**config.mk**
```make
export PLATFORM = sky130hd
export DESIGN_NAME = dbank_port_arbiter
export DESIGN_NICKNAME = d
export VERILOG_FILES = /design/src/rtl/mvu_pkg.sv /design/src/rtl/prio_starve_arb.sv /design/src/rtl/dbank_port_arbiter.sv
export SDC_FILE = /design/constraint.sdc
export NUM_CORES = 1
export LEC_CHECK = 0
export ABC_CLOCK_PERIOD_IN_PS = 2300
export CORE_AREA = 2 2 155 157
export CTS_CLUSTER_SIZE = 10
export DETAILED_ROUTE_END_ITERATION = 10
export DIE_AREA = 0 0 157 159
export GPL_ROUTABILITY_DRIVEN = 1
export PLACE_DENSITY = 0.49
export SLEW_MARGIN = 10
export SYNTH_ARGS = -nofsm -noshare
export SYNTH_HDL_FRONTEND = slang
export SYNTH_SLANG_ARGS = --single-unit
```
**constraint.sdc**
```tcl
create_clock -name clk -period 2.3 [get_ports clk]
set_input_delay 0.46 -clock clk [delete_from_list [all_inputs] [get_ports clk]]
set_output_delay 0.46 -clock clk [all_outputs]
set_load 0.005 [all_outputs]
```
**src/rtl/mvu_pkg.sv**
```systemverilog
// Shared definitions for the MVU data-bank port arbiter.
// Provides the requester indices (datapath D, interconnect I and controller C)
// and the one-hot request/grant vector type indexed by those constants.
package mvu_pkg;

  localparam int REQ_D = 0;
  localparam int REQ_I = 1;
  localparam int REQ_C = 2;
  localparam int NREQ  = 3;

  // One bit per requester, indexed by REQ_D/REQ_I/REQ_C.
  typedef logic [NREQ-1:0] req_vec_t;

endpackage

```
**src/rtl/prio_starve_arb.sv**
```systemverilog
// Three-way fixed-priority arbiter (D > I > C) with starvation override.
// I and C each own a saturating wait counter. Once a counter reaches MAXWAIT,
// that requester preempts D. When both are starved, I goes first and C's
// counter holds at MAXWAIT, so C wins on the following cycle.
// Ports:
//   clk, rst_n : clock, asynchronous active-low reset
//   req_en     : request vector (one bit per requester)
//   grnt       : one-hot grant, combinational from req_en and the counters
module prio_starve_arb
  import mvu_pkg::*;
#(
  parameter int MAXWAIT = 15,
  parameter int BWAIT   = $clog2(MAXWAIT + 1)
) (
  input  logic     clk,
  input  logic     rst_n,
  input  req_vec_t req_en,
  output req_vec_t grnt
);

  localparam logic [BWAIT-1:0] MAXW = BWAIT'(MAXWAIT);

  // D never starves; only the I and C bits are driven from counters.
  logic [NREQ-1:0] starved;
  assign starved[REQ_D] = 1'b0;

  // Grants are held low while reset is asserted so the bank sees no access.
  always_comb begin
    grnt = '0;
    if (rst_n) begin
      if (req_en[REQ_I] && starved[REQ_I]) begin
        grnt[REQ_I] = 1'b1;
      end else if (req_en[REQ_C] && starved[REQ_C]) begin
        grnt[REQ_C] = 1'b1;
      end else if (req_en[REQ_D]) begin
        grnt[REQ_D] = 1'b1;
      end else if (req_en[REQ_I]) begin
        grnt[REQ_I] = 1'b1;
      end else if (req_en[REQ_C]) begin
        grnt[REQ_C] = 1'b1;
      end
    end
  end

  for (genvar gi = REQ_I; gi <= REQ_C; gi++) begin : g_wait
    logic [BWAIT-1:0] wait_q;
    logic [BWAIT-1:0] wait_d;

    assign starved[gi] = (wait_q == MAXW);

    // Count consecutive denied cycles; any idle or granted cycle restarts it.
    always_comb begin
      wait_d = wait_q;
      if (!req_en[gi] || grnt[gi]) begin
        wait_d = '0;
      end else if (wait_q != MAXW) begin
        wait_d = wait_q + BWAIT'(1);
      end
    end

    always_ff @(posedge clk or negedge rst_n) begin
      if (!rst_n) begin
        wait_q <= '0;
      end else begin
        wait_q <= wait_d;
      end
    end
  end

endmodule

```
**src/rtl/dbank_port_arbiter.sv**
```systemverilog
// Shares one data-bank read port and one write port among the datapath/AGU (D),
// interconnect (I) and controller (C) of an MVU.
// Read and write sides are arbitrated independently. A one-hot tag of each read
// grant travels down an RDLAT-deep pipeline so the matching *_vld strobe rises
// when bank_rd_word carries that requester's data.
// Ports:
//   clk, rst_n               : clock, asynchronous active-low reset
//   rd{d,i,c}_en/_addr       : read requests; rd*_grnt same-cycle grants
//   rd{d,i,c}_vld            : read data valid, RDLAT cycles after the grant
//   wr{d,i,c}_en/_addr/_word : write requests; wr*_grnt same-cycle grants
//   bank_rd_*/bank_wr_*      : muxed bank port (zero when nothing granted)
module dbank_port_arbiter
  import mvu_pkg::*;
#(
  parameter int BDBANKA = 15,
  parameter int BDBANKW = 64,
  parameter int RDLAT   = 2,
  parameter int MAXWAIT = 15,
  localparam int BWAIT  = $clog2(MAXWAIT + 1)
) (
  input  logic               clk,
  input  logic               rst_n,
  input  logic               rdd_en,
  input  logic               rdi_en,
  input  logic               rdc_en,
  input  logic [BDBANKA-1:0] rdd_addr,
  input  logic [BDBANKA-1:0] rdi_addr,
  input  logic [BDBANKA-1:0] rdc_addr,
  output logic               rdd_grnt,
  output logic               rdi_grnt,
  output logic               rdc_grnt,
  output logic               rdd_vld,
  output logic               rdi_vld,
  output logic               rdc_vld,
  input  logic               wrd_en,
  input  logic               wri_en,
  input  logic               wrc_en,
  input  logic [BDBANKA-1:0] wrd_addr,
  input  logic [BDBANKA-1:0] wri_addr,
  input  logic [BDBANKA-1:0] wrc_addr,
  input  logic [BDBANKW-1:0] wrd_word,
  input  logic [BDBANKW-1:0] wri_word,
  input  logic [BDBANKW-1:0] wrc_word,
  output logic               wrd_grnt,
  output logic               wri_grnt,
  output logic               wrc_grnt,
  output logic               bank_rd_en,
  output logic [BDBANKA-1:0] bank_rd_addr,
  output logic               bank_wr_en,
  output logic [BDBANKA-1:0] bank_wr_addr,
  output logic [BDBANKW-1:0] bank_wr_word
);

  req_vec_t rd_en_v, rd_grnt_v;
  req_vec_t wr_en_v, wr_grnt_v;

  logic [BDBANKA-1:0] rd_addr_a [NREQ];
  logic [BDBANKA-1:0] wr_addr_a [NREQ];
  logic [BDBANKW-1:0] wr_word_a [NREQ];

  assign rd_en_v = {rdc_en, rdi_en, rdd_en};
  assign wr_en_v = {wrc_en, wri_en, wrd_en};

  assign rd_addr_a[REQ_D] = rdd_addr;
  assign rd_addr_a[REQ_I] = rdi_addr;
  assign rd_addr_a[REQ_C] = rdc_addr;
  assign wr_addr_a[REQ_D] = wrd_addr;
  assign wr_addr_a[REQ_I] = wri_addr;
  assign wr_addr_a[REQ_C] = wrc_addr;
  assign wr_word_a[REQ_D] = wrd_word;
  assign wr_word_a[REQ_I] = wri_word;
  assign wr_word_a[REQ_C] = wrc_word;

  prio_starve_arb #(.MAXWAIT(MAXWAIT), .BWAIT(BWAIT)) u_rd_arb (
    .clk    (clk),
    .rst_n  (rst_n),
    .req_en (rd_en_v),
    .grnt   (rd_grnt_v)
  );

  prio_starve_arb #(.MAXWAIT(MAXWAIT), .BWAIT(BWAIT)) u_wr_arb (
    .clk    (clk),
    .rst_n  (rst_n),
    .req_en (wr_en_v),
    .grnt   (wr_grnt_v)
  );

  assign {rdc_grnt, rdi_grnt, rdd_grnt} = rd_grnt_v;
  assign {wrc_grnt, wri_grnt, wrd_grnt} = wr_grnt_v;

  // Grants are one-hot, so selecting the single granted entry is a plain mux;
  // with no grant the outputs stay at zero.
  always_comb begin
    bank_rd_en   = |rd_grnt_v;
    bank_wr_en   = |wr_grnt_v;
    bank_rd_addr = '0;
    bank_wr_addr = '0;
    bank_wr_word = '0;
    for (int i = 0; i < NREQ; i++) begin
      if (rd_grnt_v[i]) begin
        bank_rd_addr = rd_addr_a[i];
      end
      if (wr_grnt_v[i]) begin
        bank_wr_addr = wr_addr_a[i];
        bank_wr_word = wr_word_a[i];
      end
    end
  end

  // Read-return tag pipeline: stage 0 captures the grant, and the last stage
  // lines up with the bank's read data RDLAT cycles later.
  req_vec_t tag_q [RDLAT];
  req_vec_t tag_d [RDLAT];

  always_comb begin
    tag_d[0] = rd_grnt_v;
    for (int i = 1; i < RDLAT; i++) begin
      tag_d[i] = tag_q[i-1];
    end
  end

  always_ff @(posedge clk or negedge rst_n) begin
    if (!rst_n) begin
      tag_q <= '{default: '0};
    end else begin
      tag_q <= tag_d;
    end
  end

  assign {rdc_vld, rdi_vld, rdd_vld} = tag_q[RDLAT-1];

endmodule

```
==> impl_metrics.tcl, run 1 <==
set metrics [dict create \
    synth_area_um2 3250 \
    grt_max_degree 35 \
    final_cells 1372 \
    cellPowerDensity_nw_per_um2 239 \
    critPathMostFrequentCell "buf_6" \
    crit_path_max_incr_delay_ps 410 \
    fin_util_pct 43.4 \
    multi_input_area_um2 3220 \
    die_area_um2 25000 \
    postSynthAreaPerCell_um2 6.17 \
    timing.slew.headroom_pct 72.5 \
    yosysSeqAreaShare_pct 17.0 \
    grt_pass1_vias 5737 \
    grt_antenna_before_repair 4 \
    setup_ws_ps -361 \
    boundaryPins 395 \
    rows 56 \
    p_clk_share_pct 20.6 \
    post-route-min-period_ps 2660 \
    reg2reg_depth 10 \
    crit_path_cell_trace "ha_4 -> and4_4 -> buf_6 -> nor3_4 -> buf_12 -> buf_6 -> buf_6 -> o21ai_2 -> a31oi_1 -> buf_2" \
    clk_latency_ps 260 \
    drtAntennaViolNets 0 \
    drt_iter0_markers 272 \
    peakVddDrop_uv 240 \
    h-tree-depth 1 \
    worstMarginPinSlew_ps 408 \
    grt-ovfl-total 0 \
    required_ps 1840 \
    hold_class "input pin to async pin" \
    cts_tree "built" \
    regToRegStartpoint "u_wr_arb.g_wait[2].wait_q[1]$_DFFE_PN0P_" \
    drive_gt1_share_pct 41.6 \
    cts_made_buffers 3 \
    rrSetupSlack_ps 550 \
    n_fill_cell 2323 \
    cts_num_sinks 22 \
    violations "negative setup slack" \
    via_count 6041 \
    met2_usage_pct 32.1 \
    dr.pass1.iters 4 \
    pwr-share-comb_pct 61.7 \
    finalSetupViolCount 97 \
    final_common_cell "clkdlybuf4s50_1" \
    seq_area_um2 551 \
    crit_slowest_cell "dfrtp_1" \
    core_area_um2 23200 \
    grt-busiest-layer "met2" \
    synth_seq_cells 22 \
    report.final.slew_viol_count 0 \
    cts_root_buf "clkbuf_16" \
    reg2reg_to "u_wr_arb.g_wait[1].wait_q[0]$_DFFE_PN0P_" \
    crit_arrival_ps 2200 \
    syn_nets 820 \
    postSynthCellCount 526 \
    status "finished, violations left" \
    rsz0062_at_grt "yes" \
    synthesis.yosys.warnings 0 \
    gp_congestion 0.904 \
    final_cell_mix "285 x clkdlybuf4s50_1, 99 x nor2_1, 87 x buf_2" \
    switching_share_pct 29.3 \
    synth.distinct_cells 51 \
    gr-usage-met1_pct 22.1 \
    endpoint_kind "primary output" \
    hold_buffers 0 \
    p_switching_mw 0.704 \
    grt.total_usage_pct 18.0 \
    die_h_um 159 \
    fin_nets 1344 \
    grt.met3_usage_pct 4.03 \
    pwr-share-seq_pct 17.7 \
    p_int_mw 1.70 \
    start_util_pct 14.0 \
    die_w_um 157 \
    maxCapViolCount 0 \
    clock_path_buffers 2 \
    finalCritPeriodShare_pct 116 \
    syn2layout_area_growth_pct 210 \
    io_buffers 394 \
    p_leak_nw 4.27 \
    clock_skew_ps 3.87 \
    drt-total-wl_um 26100 \
    pre_cts_ws_ps -917 \
    critPathKind "flip-flop to primary output" \
    start_kind "flip-flop" \
    placed_cells 1283 \
    vias_per_cell 4.40 \
    cp_max_fo 7 \
    place_hpwl_um 18000 \
    wl_per_cell_um 19.0 \
    setup_tns_ps -23610 \
    fmax_mhz 376 \
    cts.reportedPaths.clkPinSlew_ps 60 \
    drc 0 \
    hold_viol 0 \
    grt_pass1_wl_um 34500 \
]
## flip-flops by register name, summed over array words and instances (netlist names)
register,cells
u_rd_arb.g_wait.wait_q,8
rdd_vld,1
tag_d,3
rdc_vld,1
rdi_vld,1
u_wr_arb.g_wait.wait_q,8
## through the flow
stage / total power [mW] / cell area, um2 / hold slack (ps)
after floorplan: 0.739 / 3250 / 164
after global placement: 1.70 / 8270 / 333
after detailed placement: 1.70 / 8270 / 342
after CTS: 2.27 / 9110 / 286
after global routing: 2.54 / 10100 / 294
final: 2.41 / 10100 / 280
## kinds of logic after synthesis
kind of cell             after synthesis  share of synthesized area, %
flip-flops                            22                          17.0
multiplexers                           4                          1.27
XOR/XNOR                               5                          1.35
AND/OR/NAND/NOR                      243                          31.8
buffers and inverters                 51                          8.17
adder cells (fa/ha/maj)                4                          1.54
AO/OA/AOI/OAI                        197                          38.9
## cell type report
| class | instances | area share [%] |
|---|---|---|
| sequential | 22 | 5.47 |
| clock inverter | 1 | 0.298 |
| inverter | 4 | 0.174 |
| antenna | 4 | 0.0994 |
| multi-input combinational | 453 | 32.0 |
| clock buffer | 3 | 0.745 |
| timing repair buffer | 566 | 57.3 |
| tap | 319 | 3.96 |
## worst max-delay path, delay by kind of cell, from the launching register on
| kind | cells | cell delay, ps |
|---|---|---|
| buf+inv | 5 | 700 |
| flops | 1 | 410 |
| simple gates | 2 | 340 |
| compound gates | 2 | 290 |
| fa+ha+maj | 1 | 180 |
## how the worst max path moves through the flow
stage	start	cells after the start	endpoint
6_report	u_wr_arb.g_wait[2].wait_q[1]$_DFFE_PN0P_	10	bank_wr_addr[5]
5_1_grt	u_wr_arb.g_wait[1].wait_q[1]$_DFFE_PN0P_	10	bank_wr_word[61]
4_1_cts	u_wr_arb.g_wait[2].wait_q[1]$_DFFE_PN0P_	11	bank_wr_word[45]
3_5_place_dp	wri_en	9	bank_wr_word[60]
3_3_place_gp	wri_en	9	bank_wr_word[60]
2_1_floorplan	u_wr_arb.g_wait[2].wait_q[0]$_DFFE_PN0P_	7	bank_wr_addr[10]
## synth_stat cells (all sizes together)
| cell | number | area (um2) |
|---|---|---|
| a211oi | 1 | 7.51 |
| a21boi | 1 | 7.51 |
| a21oi | 3 | 15.0 |
| a221oi | 15 | 181 |
| a22oi | 2 | 15.0 |
| a2bb2oi | 1 | 8.76 |
| a31oi | 80 | 500 |
| and2 | 3 | 18.8 |
| and3 | 4 | 25.0 |
| and4 | 4 | 37.5 |
| buf | 29 | 178 |
| clkbuf | 18 | 72.6 |
| dfrtp | 22 | 551 |
| ha | 4 | 50.1 |
| inv | 4 | 15.0 |
| mux2 | 1 | 11.3 |
| mux2i | 3 | 30.0 |
| nand2 | 91 | 344 |
| nand2b | 1 | 6.26 |
| nand3 | 7 | 40.0 |
| nand3b | 1 | 7.51 |
| nand4 | 2 | 12.5 |
| nor2 | 120 | 458 |
| nor2b | 2 | 12.5 |
| nor3 | 4 | 36.3 |
| nor3b | 1 | 7.51 |
| nor4b | 1 | 15.0 |
| o2111ai | 2 | 41.3 |
| o211ai | 1 | 7.51 |
| o21ai | 83 | 415 |
| o22ai | 5 | 37.5 |
| o2bb2ai | 1 | 8.76 |
| o311ai | 1 | 8.76 |
| o31ai | 1 | 7.51 |
| or3 | 2 | 12.5 |
| xnor2 | 2 | 17.5 |
| xor2 | 3 | 26.3 |
## layer usage
layer | up-vias | routed length [um] | share of wire, %
li1 | 2980 | - | -
met1 | 2801 | 10600 | 40
met2 | 239 | 13100 | 50
met3 | 21 | 1960 | 7.5
met4 | 0 | 421 | 1.6
met5 | - | 0 | 0
## power by group through the flow
stage	Sequential [mW]	Combinational, mW	Clock (mW)
2_1_floorplan	0.432	0.307	0
3_3_place_gp	0.427	1.27	0
3_5_place_dp	0.428	1.27	0
4_1_cts	0.425	1.34	0.503
5_1_grt	0.430	1.58	0.527
6_report	0.427	1.48	0.496
## repair_timing
| action | 4_1_cts | 5_1_grt |
|---|---|---|
| cloned | 12 | 16 |
| pin swaps | 96 | 131 |
| setup endpoints to repair | 102 | 102 |
| buffers inserted | 55 | 16 |
| gates resized for setup | 589 | 190 |
No activity file was read; power rests on OpenSTA's default activity.
==> run 2, diff against run 1 <==
- CAP_MARGIN: unset -> 20
- PLACE_DENSITY: 0.49 -> 0.47
==> impl_metrics.tcl, run 2 (synthesized netlist as in run 1, its figures left out) <==
set metrics [dict create \
    regToRegStartpoint "u_wr_arb.g_wait[1].wait_q[1]$_DFFE_PN0P_" \
    placed_cells 1277 \
    pwr-share-comb_pct 62.8 \
    rows 56 \
    reg2reg_to "u_wr_arb.g_wait[1].wait_q[1]$_DFFE_PN0P_" \
    report.final.slew_viol_count 0 \
    final_common_cell "clkdlybuf4s50_1" \
    p_switching_mw 0.669 \
    cts_root_buf "clkbuf_16" \
    p_leak_nw 4.16 \
    finalSetupViolCount 98 \
    pre_cts_ws_ps -950 \
    dr.pass1.iters 5 \
    post-route-min-period_ps 2650 \
    p_clk_share_pct 18.5 \
    drtAntennaViolNets 0 \
    cp-endpoint "bank_wr_word[21]" \
    cp-startpoint "u_wr_arb.g_wait[1].wait_q[1]$_DFFE_PN0P_" \
    timing.slew.headroom_pct 72.5 \
    cts_num_sinks 22 \
    crit_arrival_ps 2190 \
    hold_class "flip-flop to flip-flop" \
    cts.reportedPaths.clkPinSlew_ps 60 \
    p_int_mw 1.59 \
    drive_gt1_share_pct 39.2 \
    worstHoldPathCells 0 \
    grt_pass1_wl_um 35200 \
    worstMarginPinSlew_ps 409 \
    final_cell_mix "285 x clkdlybuf4s50_1, 97 x nor2_1, 95 x buf_2" \
    grt_antenna_before_repair 6 \
    die_w_um 157 \
    switching_share_pct 29.6 \
    start_util_pct 14.0 \
    io_buffers 394 \
    core_area_um2 23200 \
    via_count 6063 \
    fin_nets 1355 \
    h-tree-depth 1 \
    drt-total-wl_um 25400 \
    cellPowerDensity_nw_per_um2 233 \
    setup_ws_ps -350 \
    hold_buffers 0 \
    required_ps 1840 \
    drt_iter0_markers 178 \
    vias_per_cell 4.38 \
    hold_viol 0 \
    drc 0 \
    clock_skew_ps 4.44 \
    final_cells 1384 \
    critPathKind "flip-flop to primary output" \
    clk_latency_ps 260 \
    rrSetupSlack_ps 470 \
    endpoint_kind "primary output" \
    grt_max_degree 34 \
    die_area_um2 25000 \
    grt_pass1_vias 5907 \
    clock_path_buffers 2 \
    die_h_um 159 \
    fmax_mhz 377 \
    violations "negative setup slack" \
    wl_per_cell_um 18.4 \
    syn2layout_area_growth_pct 199 \
    grt-ovfl-total 0 \
    start_kind "flip-flop" \
    rsz0062_at_grt "yes" \
    boundaryPins 395 \
    cp_max_fo 7 \
    status "finished, violations left" \
    finalCritPeriodShare_pct 115 \
    cts_made_buffers 3 \
    grt.total_usage_pct 18.2 \
    place_hpwl_um 18700 \
    maxCapViolCount 0 \
    gp_congestion 0.872 \
    reg2reg_depth 9 \
    pwr-share-seq_pct 18.7 \
    cts_tree "built" \
    peakVddDrop_uv 252 \
]
-- run 2: what timing repair did --
item	CTS	global route
cloned	6	7
endpoints found under the hold margin	0	0
resized for setup	554	141
setup buffers	71	32
endpoints found under the setup margin	102	101
pin swaps	116	60
-- run 2: power groups by stage --
stage	Combinational, mW	Clock, mW	Sequential, mW
floorplan	0.307	0	0.432
global placement	1.27	0	0.427
detailed placement	1.27	0	0.428
CTS	1.32	0.434	0.421
global route	1.52	0.443	0.425
finish	1.42	0.418	0.423
-- run 2: worst min path at each step --
stage / from / to
floorplan: rst_n / rdc_vld$_DFF_PN0_
finish: tag_d[2]$_DFF_PN0_ / rdc_vld$_DFF_PN0_
CTS: tag_d[2]$_DFF_PN0_ / rdc_vld$_DFF_PN0_
global route: tag_d[2]$_DFF_PN0_ / rdc_vld$_DFF_PN0_
global placement: tag_d[2]$_DFF_PN0_ / rdc_vld$_DFF_PN0_
detailed placement: tag_d[2]$_DFF_PN0_ / rdc_vld$_DFF_PN0_
-- run 2: critical path, cell delays in order, from the launching register on --
cell     delay (ps)
dfrtp_1         380
ha_2            190
and4_4          150
nor4b_4         250
buf_4           170
buf_12          130
buf_6           110
buf_6           110
buf_6            90
nand2_2          40
a31oi_1         160
buf_2           140
-- run 2: cell type report --
| type | instances | area, um2 |
|---|---|---|
| diodes | 5 | 12.5 |
| clock buffers | 4 | 88.8 |
| fillers | 2385 | 13500 |
| inverters | 4 | 20.0 |
| multi-input cells | 453 | 3070 |
| flip-flops and latches | 22 | 551 |
| well taps | 319 | 399 |
| repair buffers | 577 | 5580 |
-- run 2: routing by layer --
layer  vias up  part of all wire, %  global-route usage, %
met5         -                0.051                      0
li1       2995                    -                      -
met1      2803                   40                   21.4
met3        21                  6.8                   3.84
met4         2                  1.6                   4.80
met2       242                   51                   33.3
-- run 2: through the flow --
stage	hold WS (ps)	total power [mW]	utilization (%)	cell area (um2)	TNS, ps
2_1_floorplan	164	0.739	-	3250	0
3_3_place_gp	334	1.70	35.3	8190	-72980
3_5_place_dp	335	1.70	35.3	8190	-75050
4_1_cts	348	2.18	38.4	8910	-33510
5_1_grt	353	2.39	41.9	9720	-32490
6_report	346	2.26	41.9	9720	-24150
